[src/rtl/pipe_pkg.sv]
// Shared widths, MEM-stage FSM encoding and pipeline-register layouts for result_pipe.
package pipe_pkg;

    localparam int DATA_W = 32;
    localparam int ADDR_W = 30;
    localparam int REG_AW = 5;

    typedef enum logic {
        IDLE   = 1'b0,
        ACCESS = 1'b1
    } mem_state_e;

    typedef struct packed {
        logic [REG_AW-1:0] rd;
        logic              regwrite;
        logic              memread;
        logic              memwrite;
        logic [DATA_W-1:0] alu_result;
        logic [DATA_W-1:0] store_data;
    } ex_mem_t;

    typedef struct packed {
        logic [REG_AW-1:0] rd;
        logic              regwrite;
        logic [DATA_W-1:0] data;
    } mem_wb_t;

endpackage

[src/rtl/result_pipe_hazard.sv]
// Stall decisions for the result pipe: memory freeze and load-use interlock.
// Optional stall counters are built when RESULT_PIPE_PERF_EN is defined.
module result_pipe_hazard #(
    parameter int REG_AW = 5
) (
`ifdef RESULT_PIPE_PERF_EN
    input  logic              clk,
    input  logic              rst_n,
    output logic [31:0]       perf_mem_stall_cycles_o,
    output logic [31:0]       perf_load_use_cycles_o,
`endif
    input  logic              mem_op_i,
    input  logic              dmem_stall_i,
    input  logic              ex_valid_i,
    input  logic              ex_memread_i,
    input  logic [REG_AW-1:0] ex_rd_i,
    input  logic [REG_AW-1:0] id_rs_i,
    input  logic [REG_AW-1:0] id_rt_i,
    output logic              pipe_stall_o,
    output logic              load_use_stall_o
);

    assign pipe_stall_o = mem_op_i & dmem_stall_i;

    // A frozen pipe already holds the consumer, so the interlock stays quiet then.
    assign load_use_stall_o = ex_valid_i & ex_memread_i & (ex_rd_i != '0)
                            & ((ex_rd_i == id_rs_i) | (ex_rd_i == id_rt_i))
                            & ~pipe_stall_o;

`ifdef RESULT_PIPE_PERF_EN
    logic [31:0] mem_stall_cnt_q;
    logic [31:0] load_use_cnt_q;

    always_ff @(posedge clk) begin
        if (!rst_n) begin
            mem_stall_cnt_q <= '0;
            load_use_cnt_q  <= '0;
        end else begin
            if (pipe_stall_o && (mem_stall_cnt_q != '1)) mem_stall_cnt_q <= mem_stall_cnt_q + 32'd1;
            if (load_use_stall_o && (load_use_cnt_q != '1)) load_use_cnt_q <= load_use_cnt_q + 32'd1;
        end
    end

    assign perf_mem_stall_cycles_o = mem_stall_cnt_q;
    assign perf_load_use_cycles_o  = load_use_cnt_q;
`endif

endmodule

[src/rtl/result_pipe.sv]
// EX/MEM and MEM/WB result registers feeding operand forwarding, MEM-stage data access,
// and stall generation. Define RESULT_PIPE_PERF_EN to add the stall performance counters.
module result_pipe #(
    parameter int DATA_W = 32,
    parameter int ADDR_W = 30,
    parameter int REG_AW = 5
) (
    input  logic              clk,
    input  logic              rst_n,
    input  logic              ex_valid,
    input  logic [REG_AW-1:0] ex_rd,
    input  logic              ex_regwrite,
    input  logic              ex_memread,
    input  logic              ex_memwrite,
    input  logic [DATA_W-1:0] ex_alu_result,
    input  logic [DATA_W-1:0] ex_store_data,
    input  logic [REG_AW-1:0] id_rs,
    input  logic [REG_AW-1:0] id_rt,
    input  logic [DATA_W-1:0] dmem_rdata,
    input  logic              dmem_stall,
    output logic              dmem_read,
    output logic              dmem_write,
    output logic [ADDR_W-1:0] dmem_addr,
    output logic [DATA_W-1:0] dmem_wdata,
    output logic [REG_AW-1:0] ex_mem_rd,
    output logic [REG_AW-1:0] mem_wb_rd,
    output logic              ex_mem_regwrite,
    output logic              mem_wb_regwrite,
    output logic [DATA_W-1:0] ex_mem_data,
    output logic [DATA_W-1:0] mem_wb_data,
`ifdef RESULT_PIPE_PERF_EN
    output logic [31:0]       perf_mem_stall_cycles,
    output logic [31:0]       perf_load_use_cycles,
`endif
    output logic              pipe_stall,
    output logic              load_use_stall
);

    import pipe_pkg::*;

    ex_mem_t    ex_mem_q, ex_mem_d;
    mem_wb_t    mem_wb_q, mem_wb_d;
    mem_state_e state_q;
    logic       mem_op;

    assign mem_op = ex_mem_q.memread | ex_mem_q.memwrite;

    result_pipe_hazard #(.REG_AW(REG_AW)) u_hazard (
`ifdef RESULT_PIPE_PERF_EN
        .clk                     (clk),
        .rst_n                   (rst_n),
        .perf_mem_stall_cycles_o (perf_mem_stall_cycles),
        .perf_load_use_cycles_o  (perf_load_use_cycles),
`endif
        .mem_op_i                (mem_op),
        .dmem_stall_i            (dmem_stall),
        .ex_valid_i              (ex_valid),
        .ex_memread_i            (ex_memread),
        .ex_rd_i                 (ex_rd),
        .id_rs_i                 (id_rs),
        .id_rt_i                 (id_rt),
        .pipe_stall_o            (pipe_stall),
        .load_use_stall_o        (load_use_stall)
    );

    always_comb begin
        // NOTE: every field starts from its held value so no path through this block infers a latch.
        ex_mem_d = ex_mem_q;
        mem_wb_d = mem_wb_q;
        if (pipe_stall) begin
            mem_wb_d.rd       = '0;
            mem_wb_d.regwrite = 1'b0;
        end else begin
            ex_mem_d.rd         = ex_rd;
            ex_mem_d.regwrite   = ex_valid & ex_regwrite & ~ex_memwrite;
            ex_mem_d.memread    = ex_valid & ex_memread;
            ex_mem_d.memwrite   = ex_valid & ex_memwrite;
            ex_mem_d.alu_result = ex_alu_result;
            ex_mem_d.store_data = ex_store_data;
            mem_wb_d.rd         = ex_mem_q.rd;
            mem_wb_d.regwrite   = ex_mem_q.regwrite;
            mem_wb_d.data       = ex_mem_q.memread ? dmem_rdata : ex_mem_q.alu_result;
        end
    end

    always_ff @(posedge clk) begin
        if (!rst_n) begin
            // NOTE: state is updated with <= only, so every register samples pre-edge values.
            ex_mem_q <= '0;
            mem_wb_q <= '0;
            state_q  <= IDLE;
        end else begin
            ex_mem_q <= ex_mem_d;
            mem_wb_q <= mem_wb_d;
            case (state_q)
                IDLE:    if (mem_op && dmem_stall) state_q <= ACCESS;
                ACCESS:  if (!dmem_stall) state_q <= IDLE;
                default: state_q <= IDLE;
            endcase
        end
    end

    assign dmem_read       = ex_mem_q.memread;
    assign dmem_write      = ex_mem_q.memwrite;
    assign dmem_addr       = ex_mem_q.alu_result[ADDR_W+1:2];
    assign dmem_wdata      = ex_mem_q.store_data;
    assign ex_mem_rd       = ex_mem_q.rd;
    // A load's value does not exist yet in EX/MEM, so it is never offered for forwarding.
    assign ex_mem_regwrite = ex_mem_q.regwrite & ~ex_mem_q.memread;
    assign ex_mem_data     = ex_mem_q.alu_result;
    assign mem_wb_rd       = mem_wb_q.rd;
    assign mem_wb_regwrite = mem_wb_q.regwrite;
    assign mem_wb_data     = mem_wb_q.data;

endmodule

[config.mk]
export PLATFORM = sky130hd
export DESIGN_NAME = result_pipe
export DESIGN_NICKNAME = d
export VERILOG_FILES = /design/src/rtl/pipe_pkg.sv /design/src/rtl/result_pipe_hazard.sv /design/src/rtl/result_pipe.sv
export SDC_FILE = /design/constraint.sdc
export NUM_CORES = 1
export LEC_CHECK = 0
export ABC_AREA = 1
export CORE_UTILIZATION = 40
export CTS_CLUSTER_DIAMETER = 100
export DETAILED_ROUTE_END_ITERATION = 8
export PLACE_DENSITY = 0.81
export RECOVER_POWER = 100
export SLEW_MARGIN = 25
export SYNTH_ARGS = -nofsm -noshare
export SYNTH_HDL_FRONTEND = slang
export SYNTH_SLANG_ARGS = --single-unit
[constraint.sdc]
create_clock -name clk -period 1.43 [get_ports clk]
set_input_delay 0.3575 -clock clk [delete_from_list [all_inputs] [get_ports clk]]
set_output_delay 0.3575 -clock clk [all_outputs]
set_load 0.01 [all_outputs]
==> qor.txt <==
gr usage total: 0.2326
Switch Pwr: 2041 uW
Rows: 40
GP Congestion: 0.8343
post-route clock period utilization: 1.141
Clock Power Share: 0.333
most frequent cells in the layout: 150 x dlygate4sd2_1, 127 x nand2_1, 104 x dfxtp_1
clk sink count: 110
clk buf depth: 2
RSZ-0062 raised after global routing: yes
via count: 4,673
fill cell count: 1,148
vias in the first global route: 4,417
post-route setup slack: -0.2014 ns
Cell variety after synth: 21
Hold Fails Final Rpt: 0
commonest non-fill, non-tap cell in the layout: dlygate4sd2_1
hold crit path type: in2reg
Vias/cell: 4.659
WL final: 15,010 um
Slew Limit Headroom: 0.7400
syn_nets: 784
Finished Cell Area: 7435 um^2
Least-Margin Pin Slew: 0.3900 ns
post-synth top area cell: dfxtp_1
Mapped Area: 5037 um^2
Detailed Route Iter0 Violations: 248
outcome: finished, violations left
MaxCap Viol Count: 0
Avg WL per Cell: 14.97 um
Yosys top cell area share: 0.4372
Core Region: 12,160 um^2
CP Class: in2out
TritonRoute pass-1 iters: 6
Detail Route Antenna Nets: 0
Final nets: 949
DP Cell Count: 978
peak supply drop: 0.0005439 V
sw frac: 0.2673
Pleak: 0.003555 uW
part of the Yosys area used for sequential elements: 0.4372
Mapped Cells: 666
Internal: 5594 uW
HPWL after detailed placement: 10,200 um
failing checks: setup timing
final core utilization: 0.6113
clock latency on the worst-skew pair: 0.34 ns
first-pass GRT wire length: 23,400 um
Worst-path clk slew: 0.07 ns
CTS H-tree depth: 3
Max Clk Rate: 613.0 MHz
Ports: 260
Yosys warning count: 0
initial antenna violation count: 1
CP Capture Type: output port
Setup Viol. Count Final: 18
layout cells sized above 1: 0.08873
CP Data Arrival Time: 1.27 ns
Worst Path Required: 1.07 ns
hold slack: 0.3927 ns
number of port buffers: 259
Die Wd: 114.2 um
Root Buffer: clkbuf_16
post-route DRC violation count: 0
top cells by area, synth: dfxtp_1 44%, buf_4 16%, nand2_1 9.7%
sequential power share: 0.451
Avg Synthesized Cell Area: 7.564 um^2
Period minus WS final: 1.631 ns
P per Cell Area: 1027 nW/um^2
die area: 13,050 um^2
grt ovf: 0
Startpoint Class: primary input
Slew Viols, Final: 0
Die Span Y: 114.2 um
Placed Area: 7136 um^2
FF+latch count, synth: 110
Max FO, Critical Path: 4
synthesis-to-finish area growth: 47.59%
Combinational Power Share: 0.216
Non-Filler Instances: 1,003
largest net degree at the start of global routing: 45
Layout Skew: 0.008969 ns
Initial Util: 0.4142
Num CTS Buffers: 9
TritonCTS clock tree: yes
-- power by group through the flow --
stage	sequential (uW)	combinational (uW)	clock [uW]
floorplan	3520	936	0
global placement	3510	1760	0
detailed placement	3520	1780	0
CTS	3440	1700	2580
global route	3470	1800	2730
finish	3440	1650	2540
-- path summary, 6_finish.rpt --
check / startpoint / end / slack, ns / cells after the start
max: ex_rd[2] / load_use_stall / -0.20 / 6
min reg2reg: ex_mem_rd[2] / mem_wb_rd[2] / 0.44 / 2
min: ex_rd[3] / ex_mem_rd[3] / 0.39 / 4
max reg2reg: dmem_read / dmem_wdata[2] / -0.02 / 8
-- through the flow --
stage | power (uW) | setup TNS, ns | setup slack (ns)
final | 7635 | -0.4138 | -0.2014
after global routing | 8005 | -5.255 | -0.2781
after CTS | 7718 | -0.2922 | -0.2289
after detailed placement | 5294 | -66.60 | -0.8757
after global placement | 5274 | -64.77 | -0.8597
after floorplan | 4458 | 0 | 0.007112
-- sequential cells by signal (all words and copies together) (netlist names) --
register,count
dmem_write,1
ex_mem_q,1
ex_mem_rd,5
ex_mem_data,32
dmem_read,1
mem_wb_data,32
dmem_wdata,32
mem_wb_rd,5
mem_wb_regwrite,1
-- timing repair --
| item | in CTS | in global routing |
|---|---|---|
| endpoints found under the setup margin | 241 | 37 |
| gates resized for setup | 202 | 20 |
| cloned | 5 | 0 |
| setup buffers | 5 | 0 |
| pin swaps | 10 | 5 |
| hold buffers | 0 | 0 |
-- worst max-delay path: stages --
cell and delay, ns:
dlygate4sd2_1 0.27, nor3_1 0.25, nand3_1 0.13, nand3_2 0.10, a21oi_2 0.03, buf_2 0.13
-- synth_stat cells (all sizes together) --
master,n
nand2,131
xnor2,2
nor2,63
dfxtp,110
nor3,1
a21oi,92
nand3,4
buf,125
o21ai,37
inv,53
a211oi,32
xor2,1
nand3b,1
clkbuf,14
-- cells by family (layout without fill, tap and decap cells) --
logic type | after synthesis | count (layout) | synth area share
buffers and inverters | 192 | 360 | 0.2288
and+or+nand+nor | 200 | 200 | 0.1520
AOI/OAI and AO/OA | 161 | 161 | 0.1768
xor gates and xnor gates | 3 | 3 | 0.005217
other | 0 | 1 | 0
DFF | 110 | 110 | 0.4372
-- routing by layer --
layer / track usage / vias to the layer above / part of all wire
met2: 0.3931 / 158 / 0.49
met1: 0.2853 / 2131 / 0.42
met4: 0.09870 / 0 / 0.024
met5: 0 / - / 0
met3: 0.05135 / 24 / 0.059
li1: - / 2360 / -
-- final cells by class --
| type | count | area (um^2) | share of cell area |
|---|---|---|---|
| clock inverters | 3 | 43.79 | 0.005890 |
| flip-flops and latches | 110 | 2210 | 0.2972 |
| inverters | 53 | 201.4 | 0.02710 |
| multi-input cells | 364 | 1729 | 0.2326 |
| well taps | 168 | 210.2 | 0.02827 |
| diodes | 1 | 2.502 | 0.0003366 |
| clock buffers | 11 | 252.7 | 0.03400 |
| repair buffers | 293 | 2785 | 0.3746 |
(Power assumes the default switching activity.)
